[src/rtl/nco_clk_gen_pkg.sv]
// Shared constants and helpers for the NCO clock generator.
package nco_clk_gen_pkg;

  // Default phase accumulator width in bits.
  localparam int unsigned ACC_W_DEF = 16;

  // Standard 16-bit increments for a 50 MHz reference.
  localparam logic [15:0] INC_12M = 16'd15729;  // 12 MHz full-speed bit clock
  localparam logic [15:0] INC_1M5 = 16'd1966;   // 1.5 MHz low-speed bit clock

  // Rounded increment for f_out from reference f_in on an acc_w-bit accumulator:
  // round(f_out * 2^acc_w / f_in).
  function automatic logic [31:0] calc_inc(input longint unsigned f_out,
                                           input longint unsigned f_in,
                                           input int unsigned     acc_w);
    longint unsigned scaled;
    scaled = (f_out << acc_w) + (f_in >> 1);
    return 32'(scaled / f_in);
  endfunction

endpackage

[src/rtl/nco_inc_ctrl.sv]
// Increment control: clamps loaded increments, holds one pending value and
// decides when it replaces the active increment.
module nco_inc_ctrl
  import nco_clk_gen_pkg::*;
#(
  parameter int unsigned ACC_W   = ACC_W_DEF,
  parameter logic [31:0] INC_RST = 32'(INC_12M)
) (
  input  logic             i_clk,
  input  logic             i_rst,
  input  logic             i_en,
  input  logic             i_wrap,
  input  logic             i_phase_rst,
  input  logic [ACC_W-1:0] i_inc,
  input  logic             i_inc_load,
  output logic [ACC_W-1:0] o_inc_act,
  output logic             o_pend,
  output logic             o_clamped
);

  // Largest increment that keeps both half-periods at least one cycle long.
  localparam logic [ACC_W-1:0] INC_MAX   = {1'b0, {(ACC_W-1){1'b1}}};
  localparam logic [31:0]      HALF_32   = 32'd1 << (ACC_W-1);
  localparam logic [ACC_W-1:0] INC_RST_C = (INC_RST >= HALF_32) ? INC_MAX : INC_RST[ACC_W-1:0];

  logic [ACC_W-1:0] r_inc_act;
  logic [ACC_W-1:0] r_inc_pend;
  logic             r_pend;
  logic             r_clamped;

  logic             w_oversize;
  logic [ACC_W-1:0] w_inc_capt;
  logic             w_apply;

  // Any value with the MSB set is at or above half scale.
  assign w_oversize = i_inc[ACC_W-1];
  assign w_inc_capt = w_oversize ? INC_MAX : i_inc;

  // A pending value is taken at a wrap, at a phase resync, or at once when the
  // accumulator is stalled or frozen and so would never wrap.
  assign w_apply = r_pend & (i_wrap | i_phase_rst | ~i_en | (r_inc_act == '0));

  // Capture, apply and sticky-clamp bookkeeping.
  // NOTE: clocked state uses non-blocking assignments so every register samples
  // the pre-edge values; a coincident load and apply then swap cleanly.
  always_ff @(posedge i_clk or posedge i_rst) begin
    if (i_rst) begin
      r_inc_act  <= INC_RST_C;
      r_inc_pend <= '0;
      r_pend     <= 1'b0;
      r_clamped  <= 1'b0;
    end else begin
      if (w_apply) begin
        r_inc_act <= r_inc_pend;
      end
      if (i_inc_load) begin
        r_inc_pend <= w_inc_capt;
        r_clamped  <= r_clamped | w_oversize;
      end
      r_pend <= i_inc_load | (r_pend & ~w_apply);
    end
  end

  assign o_inc_act = r_inc_act;
  assign o_pend    = r_pend;
  assign o_clamped = r_clamped;

endmodule

[src/rtl/nco_clk_gen.sv]
// Fractional clock generator: phase accumulator with registered clock output
// and single-cycle rise/fall enables aligned to the output edges.
module nco_clk_gen
  import nco_clk_gen_pkg::*;
#(
  parameter int unsigned      ACC_W      = ACC_W_DEF,
  parameter logic [31:0]      INC_RST    = 32'(INC_12M),
  parameter logic [ACC_W-1:0] PHASE_INIT = '0
) (
  input  logic             clk50,
  input  logic             rst,
  input  logic             en,
  input  logic [ACC_W-1:0] inc_i,
  input  logic             inc_load,
  input  logic             phase_rst,
  output logic             clk_out,
  output logic             tick_rise,
  output logic             tick_fall,
  output logic             inc_pending,
  output logic             inc_clamped
);

  localparam int unsigned MSB = ACC_W - 1;

  logic [ACC_W-1:0] r_acc;
  logic             r_clk_out;
  logic             r_tick_rise;
  logic             r_tick_fall;

  logic [ACC_W-1:0] w_inc_act;
  logic [ACC_W:0]   w_sum;
  logic [ACC_W-1:0] w_acc_next;
  logic             w_carry;
  logic             w_advance;
  logic             w_wrap;

  // One extra bit on the sum exposes the wrap as a carry.
  assign w_sum      = {1'b0, r_acc} + {1'b0, w_inc_act};
  assign w_carry    = w_sum[ACC_W];
  assign w_acc_next = w_sum[ACC_W-1:0];
  assign w_advance  = en & ~phase_rst;
  assign w_wrap     = w_advance & w_carry;

  nco_inc_ctrl #(
    .ACC_W   (ACC_W),
    .INC_RST (INC_RST)
  ) u_inc_ctrl (
    .i_clk       (clk50),
    .i_rst       (rst),
    .i_en        (en),
    .i_wrap      (w_wrap),
    .i_phase_rst (phase_rst),
    .i_inc       (inc_i),
    .i_inc_load  (inc_load),
    .o_inc_act   (w_inc_act),
    .o_pend      (inc_pending),
    .o_clamped   (inc_clamped)
  );

  // Accumulator advance, resync and registered edge outputs.
  always_ff @(posedge clk50 or posedge rst) begin
    if (rst) begin
      r_acc       <= '0;
      r_clk_out   <= 1'b1;
      r_tick_rise <= 1'b0;
      r_tick_fall <= 1'b0;
    end else if (phase_rst) begin
      r_acc       <= PHASE_INIT;
      r_clk_out   <= ~PHASE_INIT[MSB];
      r_tick_rise <= 1'b0;
      r_tick_fall <= 1'b0;
    end else if (en) begin
      r_acc       <= w_acc_next;
      r_clk_out   <= ~w_acc_next[MSB];
      r_tick_rise <= w_carry;
      r_tick_fall <= ~r_acc[MSB] & w_acc_next[MSB];
    end else begin
      r_tick_rise <= 1'b0;
      r_tick_fall <= 1'b0;
    end
  end

  assign clk_out   = r_clk_out;
  assign tick_rise = r_tick_rise;
  assign tick_fall = r_tick_fall;

endmodule

[config.mk]
export PLATFORM = sky130hd
export DESIGN_NAME = nco_clk_gen
export DESIGN_NICKNAME = d
export VERILOG_FILES = /design/src/rtl/nco_clk_gen_pkg.sv /design/src/rtl/nco_inc_ctrl.sv /design/src/rtl/nco_clk_gen.sv
export SDC_FILE = /design/constraint.sdc
export NUM_CORES = 1
export LEC_CHECK = 0
export CAP_MARGIN = 20
export CORE_ASPECT_RATIO = 0.6
export CORE_MARGIN = 3
export CORE_UTILIZATION = 57
export CTS_CLUSTER_DIAMETER = 50
export CTS_CLUSTER_SIZE = 28
export DETAILED_ROUTE_END_ITERATION = 7
export PLACE_DENSITY = 0.91
export SLEW_MARGIN = 20
export SYNTH_ARGS = -nofsm -noshare
export SYNTH_HDL_FRONTEND = slang
export SYNTH_SLANG_ARGS = --single-unit
export TNS_END_PERCENT = 50
[constraint.sdc]
create_clock -name clk50 -period 2.6 [get_ports clk50]
set_input_delay 0.26 -clock clk50 [delete_from_list [all_inputs] [get_ports clk50]]
set_output_delay 0.26 -clock clk50 [all_outputs]
set_load 0.01 [all_outputs]
==> metrics.csv, run 1 <==
metric;value;unit
worst-case clock buffer depth;2;
syn_nets;302;
synthesized instance count;264;
hold crit path type;in -> async;
max incr delay on CP;0.56;ns
total CTS buffers;5;
htree depth;2;
final antenna-violating net count;0;
share of cells above drive strength 1;0.1900;
Die Ht;61.04;um
Routability Congestion;0.8935;
CP startpoint kind;flip-flop;
Crit path required time;2.79;ns
PnR Total Power;3.885;mW
RSZ-0062 raised after global routing;false;
DIE AREA;0.005965;mm2
Setup TNS Final;0;ns
Die X;97.73;um
Final Util;0.7111;
area leader, netlist;dfrtp_1;
run status;finished clean;
clock-pin slew on the worst setup and hold paths;0.10;ns
crit-path cells;ha_1 -> fa_1 -> a21o_1 -> and4_4 -> o2111ai_4 -> a31oi_4 -> buf_4 -> mux2_2;
first drt pass iteration count;4;
worst skew pair latency;0.31;ns
crit path capture type;flip-flop;
Placed Instance Area;0.003252;mm2
Arrival @ worst endpoint;2.67;ns
Hold Slack;0.3106;ns
peak supply drop;534.0;uV
met3 usage;0.05543;
drt wl/cell;17.22;um
Yosys top cell area share;0.3565;
Final Max Slew Viols;0;
Starting DRT DRC Count;127;
Pwr per Cell Area;1161;mW/mm2
leak pwr;1.371;nW
achievable frequency;0.4040;GHz
max-cap violations;0;
placed cells;355;
async set-reset flop share out of synthesis;1.000;
sequential fraction of the synthesis area;0.4478;
area growth from synthesis to layout;16.30;%
Yosys Warn Count;0;
WL final;6251;um
via/cell ratio;6.061;
HPWL after DPL;4789;um
Yosys reg bits;51;
unique cell type count in the Yosys netlist;52;
global routing's busiest layer;met1;
pre-CTS WS;0.1585;ns
DRC violations left;0;
Avg Inst Size Synth;10.90;um2
Antenna diodes;0;
Design Area, Final;0.003347;mm2
Cell Area, Synth;0.002878;mm2
largest cells by area after synthesis;dfrtp_1, dfstp_2, ha_1, mux2_4, o22a_1;
Clock Sinks;51;
Worst Skew;0.01083;ns
Overflow after GRT;0;
PortBufs;25;
initial antenna violation count;0;
IO Count;26;
vias in the first global route;2110;
Root Buffer;clkbuf_8;
minimum clock period;2.475;ns
Setup WS post-layout;0.1248;ns
maximum number of pins on one net before global-route repair;28;
CTS tree;built;
crit path max fanout;11;
GRT met2 Usage;0.3350;
Max-slew headroom;0.5627;
# rows;19;
Worst-Margin Slew;0.6395;ns
Post-synth EDFFs;0;
Main synth FF type;dfrtp_1;
core area;0.004707;mm2
fin nets;337;
period utilization;0.9520;
GRT Util Overall;0.2239;
Final Hold Vio Count;0;
Final setup viols;0;
Slowest-stage cell, CP;dfstp_2;
first-pass GRT wire length;10400;um
initial core utilization;0.6114;
met1 usage;0.3394;
DR vias;2200;
fin cells;363;
critical path class;reg -> reg;
[path summary, 6_finish.rpt]
check	from	endpoint	slack, ns	depth (start not counted)
min in group clk50	u_inc_ctrl.o_clamped	u_inc_ctrl.o_clamped	0.47	1
worst max-delay path	u_inc_ctrl.o_inc_act[0]	u_inc_ctrl.o_inc_act[14]	0.12	8
worst min register to register	u_inc_ctrl.o_clamped	u_inc_ctrl.o_clamped	0.47	1
worst min-delay path	rst	r_acc[9]	0.31	2
max in group asynchronous	rst	u_inc_ctrl.o_inc_act[10]	1.63	3
worst max register to register	u_inc_ctrl.o_inc_act[0]	u_inc_ctrl.o_inc_act[14]	0.12	8
[cell usage in the layout, fill, tap and decap left out, types with 7 or more instances in the layout]
cell type	n
dfstp_2	10
a211oi_1	7
a21oi_1	21
o21ai_0	10
ha_1	16
mux2_4	10
nor2_1	20
clkdlybuf4s50_1	25
buf_4	13
o22a_1	14
nand2_1	16
dfrtp_1	41
[flip-flops by register name (all words and copies together), names as in the netlist]
register               flops
tick_fall                  1
tick_rise                  1
u_inc_ctrl.o_inc_act      15
u_inc_ctrl.r_inc_pend     15
clk_out                    1
r_acc                     16
u_inc_ctrl.o_pend          1
u_inc_ctrl.o_clamped       1
[routing by layer]
layer | routed length [um] | vias up
li1 | - | 1071
met5 | 0 | -
met3 | 492 | 4
met4 | 25 | 0
met1 | 3140 | 1046
met2 | 2593 | 79
[final cells by class]
class,instances,area [um2]
Tap cell,63,78.83
Sequential cell,51,1289
Inverter,7,26.28
Multi-Input combinational cell,196,1515
Clock inverter,2,17.52
Timing Repair Buffer,38,347.8
Fill cell,354,1360
Clock buffer,6,72.57
[critical path: cells and delay by family (launching register included)]
| kind | cells | cell delay [ns] |
|---|---|---|
| compound gates | 3 | 0.48 |
| fa+ha+maj | 2 | 0.44 |
| buf+inv | 1 | 0.23 |
| flops | 1 | 0.56 |
| mux | 1 | 0.36 |
| simple gates | 1 | 0.28 |
[report_power, final]
group	total (mW)	leakage, nW	internal [mW]	switching [mW]
combinational	2.17	0.749	0.995	1.17
sequential	1.24	0.576	1.04	0.198
clock	0.478	0.0454	0.194	0.283
total	3.89	1.37	2.23	1.65
[Yosys cell counts (7+ instances only)]
cell / count
clkbuf_1: 8
a211oi_1: 8
mux2_4: 10
o21ai_0: 10
dfrtp_1: 41
o22a_1: 14
dfstp_2: 10
inv_1: 7
nand2_1: 16
a21oi_1: 21
ha_1: 16
nor2_1: 20
[cell families (layout without fill, tap and decap cells)]
group                    after synthesis  count (layout)  synth area share
AND/OR/NAND/NOR                       66              66            0.1174
AO/OA/AOI/OAI                         89              89            0.2296
multiplexers                          20              20           0.08913
flip-flops                            51              51            0.4478
adder cells (fa/ha/maj)               17              17           0.07652
buffers and inverters                 17              53           0.02739
XOR/XNOR                               4               4           0.01217
[repair_timing]
action / 4_1_cts / 5_1_grt
hold buffers: 0 / 0
setup endpoints to repair: 0 / 1
gates resized for setup: 0 / 1
setup buffers: 0 / 0
No activity file was read; power rests on OpenSTA's default activity.
==> inputs of run 2 (changes only) <==
--- a/config.mk
+++ b/config.mk
@@ -8,10 +8,11 @@
 export CAP_MARGIN = 20
 export CORE_ASPECT_RATIO = 0.6
 export CORE_MARGIN = 3
-export CORE_UTILIZATION = 57
+export CORE_UTILIZATION = 63
 export CTS_CLUSTER_DIAMETER = 50
 export CTS_CLUSTER_SIZE = 28
 export DETAILED_ROUTE_END_ITERATION = 7
+export DONT_BUFFER_PORTS = 1
 export PLACE_DENSITY = 0.91
 export SLEW_MARGIN = 20
 export SYNTH_ARGS = -nofsm -noshare
==> run 2 against run 1 <==
The flow now finishes with violations (negative hold slack). Clock skew is 0.0069 ns lower. Combinational power about the same. Design area is 7.0% lower. Register-to-register slack worse by 0.03 ns. Flip-flop and latch count is the same. First-iteration DRC count rose by 12%. Hold slack worse by 0.34 ns. Sequential power barely moved. Clock-buffer cell count unchanged. Die area fell by 8.8%. Sequential share of layout area rose by 2.9 points. Critical path type unchanged. Largest power group unchanged.
==> metrics.csv, run 2 (synthesis results as in run 1) <==
metric;value;unit;change
final antenna-violating net count;0;;unchanged
DIE AREA;0.005441;mm2;-8.8%
worst skew pair latency;0.30;ns;about the same
PortBufs;0;;-100%
WL final;6436;um;+3.0%
period utilization;0.9648;;+0.01276
share of cells above drive strength 1;0.2117;;+0.02168
Int Power;2.241;mW;+0.38%
drt wl/cell;19.27;um;+12%
switching share of power;0.4262;;+0.0008300
Arrival @ worst endpoint;2.70;ns;+0.03 ns
Antenna diodes;0;;unchanged
Crit path required time;2.79;ns;about the same
area growth from synthesis to layout;8.174;%;
DR vias;2181;;-0.86%
run status;finished, violations left;;
first-pass GRT wire length;10420;um;+0.20%
Pwr per Cell Area;1255;mW/mm2;+8.1%
fin nets;311;;-7.7%
Placed Instance Area;0.002973;mm2;-8.6%
Flop pwr share;0.322;;+0.002
worst-case clock buffer depth;2;;unchanged
IO Count;26;;unchanged
Final Max Slew Viols;0;;unchanged
peak supply drop;552.0;uV;+3.4%
Biggest register;r_acc;;
Hold Slack;-0.02582;ns;-0.3364 ns
crit path capture type;flip-flop;;
combinational share of power;0.558;;about the same
via/cell ratio;6.530;;+7.7%
Max-slew headroom;0.4379;;-0.1248
Root Buffer;clkbuf_8;;
Overflow after GRT;0;;unchanged
CTS tree;built;;
Worst-Margin Slew;0.8422;ns;+0.2028 ns
Final Hold Vio Count;34;;+34
DRC violations left;0;;unchanged
failing checks;negative hold slack;;
Clock Sinks;51;;unchanged
critical path class;reg -> reg;;
Setup WS post-layout;0.09161;ns;-0.03317 ns
vias in the first global route;2096;;-0.66%
max reg flops;16;;unchanged
leak pwr;1.270;nW;-7.3%
Die X;93.26;um;-4.6%
crit path max fanout;5;;-6
HPWL after DPL;4701;um;-1.8%
initial antenna violation count;0;;unchanged
power share of the clock group;0.120;;-0.003
most frequent cells in the layout;dfrtp_1, a21oi_1, nor2_1;;
Routability Congestion;0.9089;;+1.7%
Starting DRT DRC Count;142;;+12%
max-cap violations;0;;unchanged
core area;0.004257;mm2;-9.6%
minimum clock period;2.508;ns;+0.03317 ns
fin cells;334;;-8.0%
commonest non-fill, non-tap cell in the layout;dfrtp_1;;
Worst Skew;0.003956;ns;-0.006873 ns
hold crit path type;in -> async;;
initial core utilization;0.6761;;+0.06470
GRT Util Overall;0.2480;;+0.02403
first drt pass iteration count;4;;unchanged
Final setup viols;0;;unchanged
Design Area, Final;0.003113;mm2;-7.0%
Die Ht;58.35;um;-4.4%
clock-pin slew on the worst setup and hold paths;0.10;ns;about the same
Net Switching;1.664;mW;+0.72%
# rows;18;;-1
achievable frequency;0.3987;GHz;-1.3%
htree depth;2;;unchanged
CP startpoint kind;flip-flop;;
placed cells;322;;-9.3%
pre-CTS WS;0.09453;ns;-0.06399 ns
maximum number of pins on one net before global-route repair;52;;+86%
Final Util;0.7313;;+0.02028
total CTS buffers;5;;unchanged
==> run 2: cell types whose count changed in the layout (fill, tap and decap cells not counted) <==
cell	delta
buf_12	+1
a211oi_2	+1
a211oi_1	-1
ha_1	-1
clkdlybuf4s50_1	-25
a21oi_2	+1
dlygate4sd3_1	+1
clkinv_2	+1
inv_2	-1
ha_2	+1
buf_4	-3
a21oi_1	-1
==> run 2: timing repair <==
item / 4_1_cts / 5_1_grt
resized for setup: 0 / 4
endpoints found under the setup margin: 0 / 8
hold buffers: 0 / 1
endpoints found under the hold margin: 0 / 2
setup buffers: 0 / 3
==> run 2: path summary, 6_finish.rpt <==
check / startpoint / end / slack, ns / cells past startpoint
setup reg to reg: u_inc_ctrl.o_inc_act[0] / u_inc_ctrl.o_inc_act[14] / 0.09 / 8
max in group asynchronous: rst / r_acc[1] / 2.12 / 1
setup / recovery: u_inc_ctrl.o_inc_act[0] / u_inc_ctrl.o_inc_act[14] / 0.09 / 8
hold / removal: rst / u_inc_ctrl.r_inc_pend[6] / -0.03 / 1
hold reg to reg: u_inc_ctrl.r_inc_pend[13] / u_inc_ctrl.r_inc_pend[13] / 0.52 / 1
min in group clk50: phase_rst / r_acc[4] / 0.01 / 1
==> run 2: worst max-delay path, stage by stage, from the launching register on <==
cell and delay (ns):
dfstp_2 0.56, ha_2 0.21, fa_1 0.21, a21o_1 0.14, and4_4 0.28, o2111ai_4 0.17, a31oi_4 0.32, buf_4 0.18
mux2_2 0.33
==> run 2: power groups by stage <==
stage | Combinational, mW | Sequential, mW | Clock (mW)
detailed placement | 2.05 | 1.26 | 0
global placement | 1.97 | 1.24 | 0
floorplan | 1.63 | 1.17 | 0
finish | 2.18 | 1.26 | 0.468
global route | 2.39 | 1.28 | 0.507
CTS | 2.06 | 1.25 | 0.478
==> run 2: cell type report <==
cell class | count | area, um2
inverter | 7 | 27.53
timing repair buffer | 12 | 105.1
multi-input combinational | 196 | 1526
clock inverter | 2 | 17.52
fill | 305 | 1144
tap | 60 | 75.07
clock buffer | 6 | 72.57
sequential | 51 | 1289
==> run 2: per-stage QoR <==
step / TNS (ns) / power (mW)
2_1_floorplan: 0 / 2.797
3_3_place_gp: 0 / 3.211
3_5_place_dp: 0 / 3.312
4_1_cts: 0 / 3.789
5_1_grt: -0.006983 / 4.176
6_report: 0 / 3.905
==> run 2: routing by layer <==
metal | GRT usage | vias up | share of wire | wire length (um)
met1 | 0.3728 | 1083 | 0.49 | 3163
met3 | 0.05747 | 4 | 0.068 | 436
met5 | 0 | - | 0 | 0
met4 | 0.04593 | 0 | 0.0042 | 27
met2 | 0.3750 | 75 | 0.44 | 2808
li1 | - | 1019 | - | -
==> inputs of run 3 (changes only) <==
--- a/config.mk
+++ b/config.mk
@@ -8,12 +8,12 @@
 export CAP_MARGIN = 20
 export CORE_ASPECT_RATIO = 0.6
 export CORE_MARGIN = 3
-export CORE_UTILIZATION = 63
+export CORE_UTILIZATION = 38
 export CTS_CLUSTER_DIAMETER = 50
-export CTS_CLUSTER_SIZE = 28
+export CTS_CLUSTER_SIZE = 20
 export DETAILED_ROUTE_END_ITERATION = 7
 export DONT_BUFFER_PORTS = 1
-export PLACE_DENSITY = 0.91
+export PLACE_DENSITY = 0.64
 export SLEW_MARGIN = 20
 export SYNTH_ARGS = -nofsm -noshare
 export SYNTH_HDL_FRONTEND = slang
==> run 3 against run 2 <==
The flow now finishes without violations. Routed wire length increased by 3.1%. Setup slack improved by 0.019 ns. Clock skew increased by 0.0019 ns. Design area increased by 4.1%. Combinational power about the same. Sequential power about the same. Total power increased by 7.1%. Die area increased by 60%. Final cell count increased by 12%. Via count decreased by 0.92%. Critical path type unchanged. Critical endpoint is now u_inc_ctrl.o_inc_act[3]. Largest cell class unchanged. Largest power group unchanged.
==> metrics.csv, run 3 (synthesis results as in run 1) <==
metric;value;unit;change
commonest non-fill, non-tap cell in the layout;dfrtp_1;;
Worst-Margin Slew;0.5785;ns;-0.2637 ns
Final Max Slew Viols;0;;unchanged
period utilization;0.9576;;-0.007140
Worst Skew;0.005852;ns;+0.001896 ns
final antenna-violating net count;0;;unchanged
first-pass GRT wire length;10910;um;+4.7%
Arrival @ worst endpoint;2.67;ns;-0.03 ns
Pwr per Cell Area;1290;mW/mm2;+2.8%
first drt pass iteration count;4;;unchanged
crit path capture type;flip-flop;;
Hold Slack;0.02569;ns;+0.05151 ns
hold crit path type;in -> reg;;
peak supply drop;443.7;uV;-20%
initial core utilization;0.4115;;-0.2646
Crit path required time;2.78;ns;about the same
worst-case clock buffer depth;2;;unchanged
vias in the first global route;2024;;-3.4%
leak pwr;1.311;nW;+3.2%
DIE AREA;0.008688;mm2;+60%
max reg flops;16;;unchanged
Starting DRT DRC Count;159;;+12%
DR vias;2161;;-0.92%
minimum clock period;2.490;ns;-0.01856 ns
crit path max fanout;5;;unchanged
total CTS buffers;5;;unchanged
GRT Util Overall;0.1619;;-0.08601
drt wl/cell;17.69;um;-8.2%
run status;finished clean;;
Root Buffer;clkbuf_16;;
Clock Sinks;51;;unchanged
core area;0.006993;mm2;+64%
fin cells;375;;+12%
Die X;118.3;um;+27%
placed cells;363;;+13%
share of cells above drive strength 1;0.2109;;-0.0007697
Final Hold Vio Count;0;;-100%
PortBufs;0;;unchanged
fin nets;312;;+0.32%
initial antenna violation count;0;;unchanged
via/cell ratio;5.763;;-12%
htree depth;2;;unchanged
Biggest register;r_acc;;
CTS tree;built;;
IO Count;26;;unchanged
# rows;23;;+5
max-cap violations;0;;unchanged
maximum number of pins on one net before global-route repair;26;;-50%
achievable frequency;0.4016;GHz;+0.75%
worst skew pair latency;0.29;ns;about the same
RSZ-0062 raised after global routing;true;;
Antenna diodes;0;;unchanged
HPWL after DPL;5062;um;+7.7%
CP startpoint kind;flip-flop;;
critical path class;reg -> reg;;
Overflow after GRT;0;;unchanged
Die Ht;73.41;um;+26%
clock-pin slew on the worst setup and hold paths;0.07;ns;-0.03 ns
Routability Congestion;0.8462;;-6.9%
Final setup viols;0;;unchanged
WL final;6635;um;+3.1%
PnR Total Power;4.182;mW;+7.1%
most frequent cells in the layout;dfrtp_1, a21oi_1, nor2_1;;
area growth from synthesis to layout;12.65;%;
DRC violations left;0;;unchanged
Max-slew headroom;0.6044;;+0.1665
==> run 3: stage by stage <==
stage,TNS (ns),instance area (um2),setup WS [ns],utilization
2_1_floorplan,0,2878,0.2628,-
3_3_place_gp,0,3030,0.1428,0.4334
3_5_place_dp,0,3030,0.1241,0.4334
4_1_cts,0,3208,0.1103,0.4588
5_1_grt,-0.01415,3242,-0.01314,0.4636
6_report,0,3242,0.1102,0.4636
==> run 3: worst paths after layout <==
check	slack, ns	endpoint	cells after the start	start
hold reg to reg	0.49	r_acc[11]	2	r_acc[11]
setup / recovery	0.11	u_inc_ctrl.o_inc_act[3]	8	u_inc_ctrl.o_inc_act[0]
hold / removal	0.03	r_acc[7]	1	phase_rst
max in group asynchronous	1.59	clk_out	3	rst
setup reg to reg	0.11	u_inc_ctrl.o_inc_act[3]	8	u_inc_ctrl.o_inc_act[0]
min in group asynchronous	0.37	u_inc_ctrl.r_inc_pend[2]	2	rst
==> run 3: power by group <==
group / internal, mW / switching (mW)
sequential: 1.05 / 0.214
combinational: 0.993 / 1.17
clock: 0.459 / 0.300
total: 2.50 / 1.68
==> run 3: what timing repair did <==
action,in CTS,in global routing
endpoints found under the setup margin,0,3
endpoints found under the hold margin,13,0
hold buffers,1,0
setup buffers,0,3
resized for setup,0,4
==> run 3: metal layers <==
layer,routed length (um),vias to the layer above,share of wire,GRT usage
li1,-,1027,-,-
met1,3521,1050,0.53,0.2510
met2,2453,75,0.37,0.2068
met3,596,9,0.090,0.06154
met4,63,0,0.0095,0.03766
met5,0,-,0,0
==> run 3: area by class of cell <==
cell class / count / area (um2)
Multi-Input combinational cell: 196 / 1521
Inverter: 7 / 26.28
Sequential cell: 51 / 1289
Timing Repair Buffer: 13 / 112.6
Clock buffer: 6 / 128.9
Clock inverter: 2 / 38.79
Tap cell: 100 / 125.1
Fill cell: 655 / 3751
==> run 3: worst max-delay path, cell delays in order (launching register included) <==
cell	delay (ns)
dfstp_2	0.55
ha_1	0.20
fa_2	0.23
a21o_1	0.13
and4_4	0.27
o2111ai_4	0.16
a31oi_4	0.34
buf_4	0.20
mux2_4	0.29
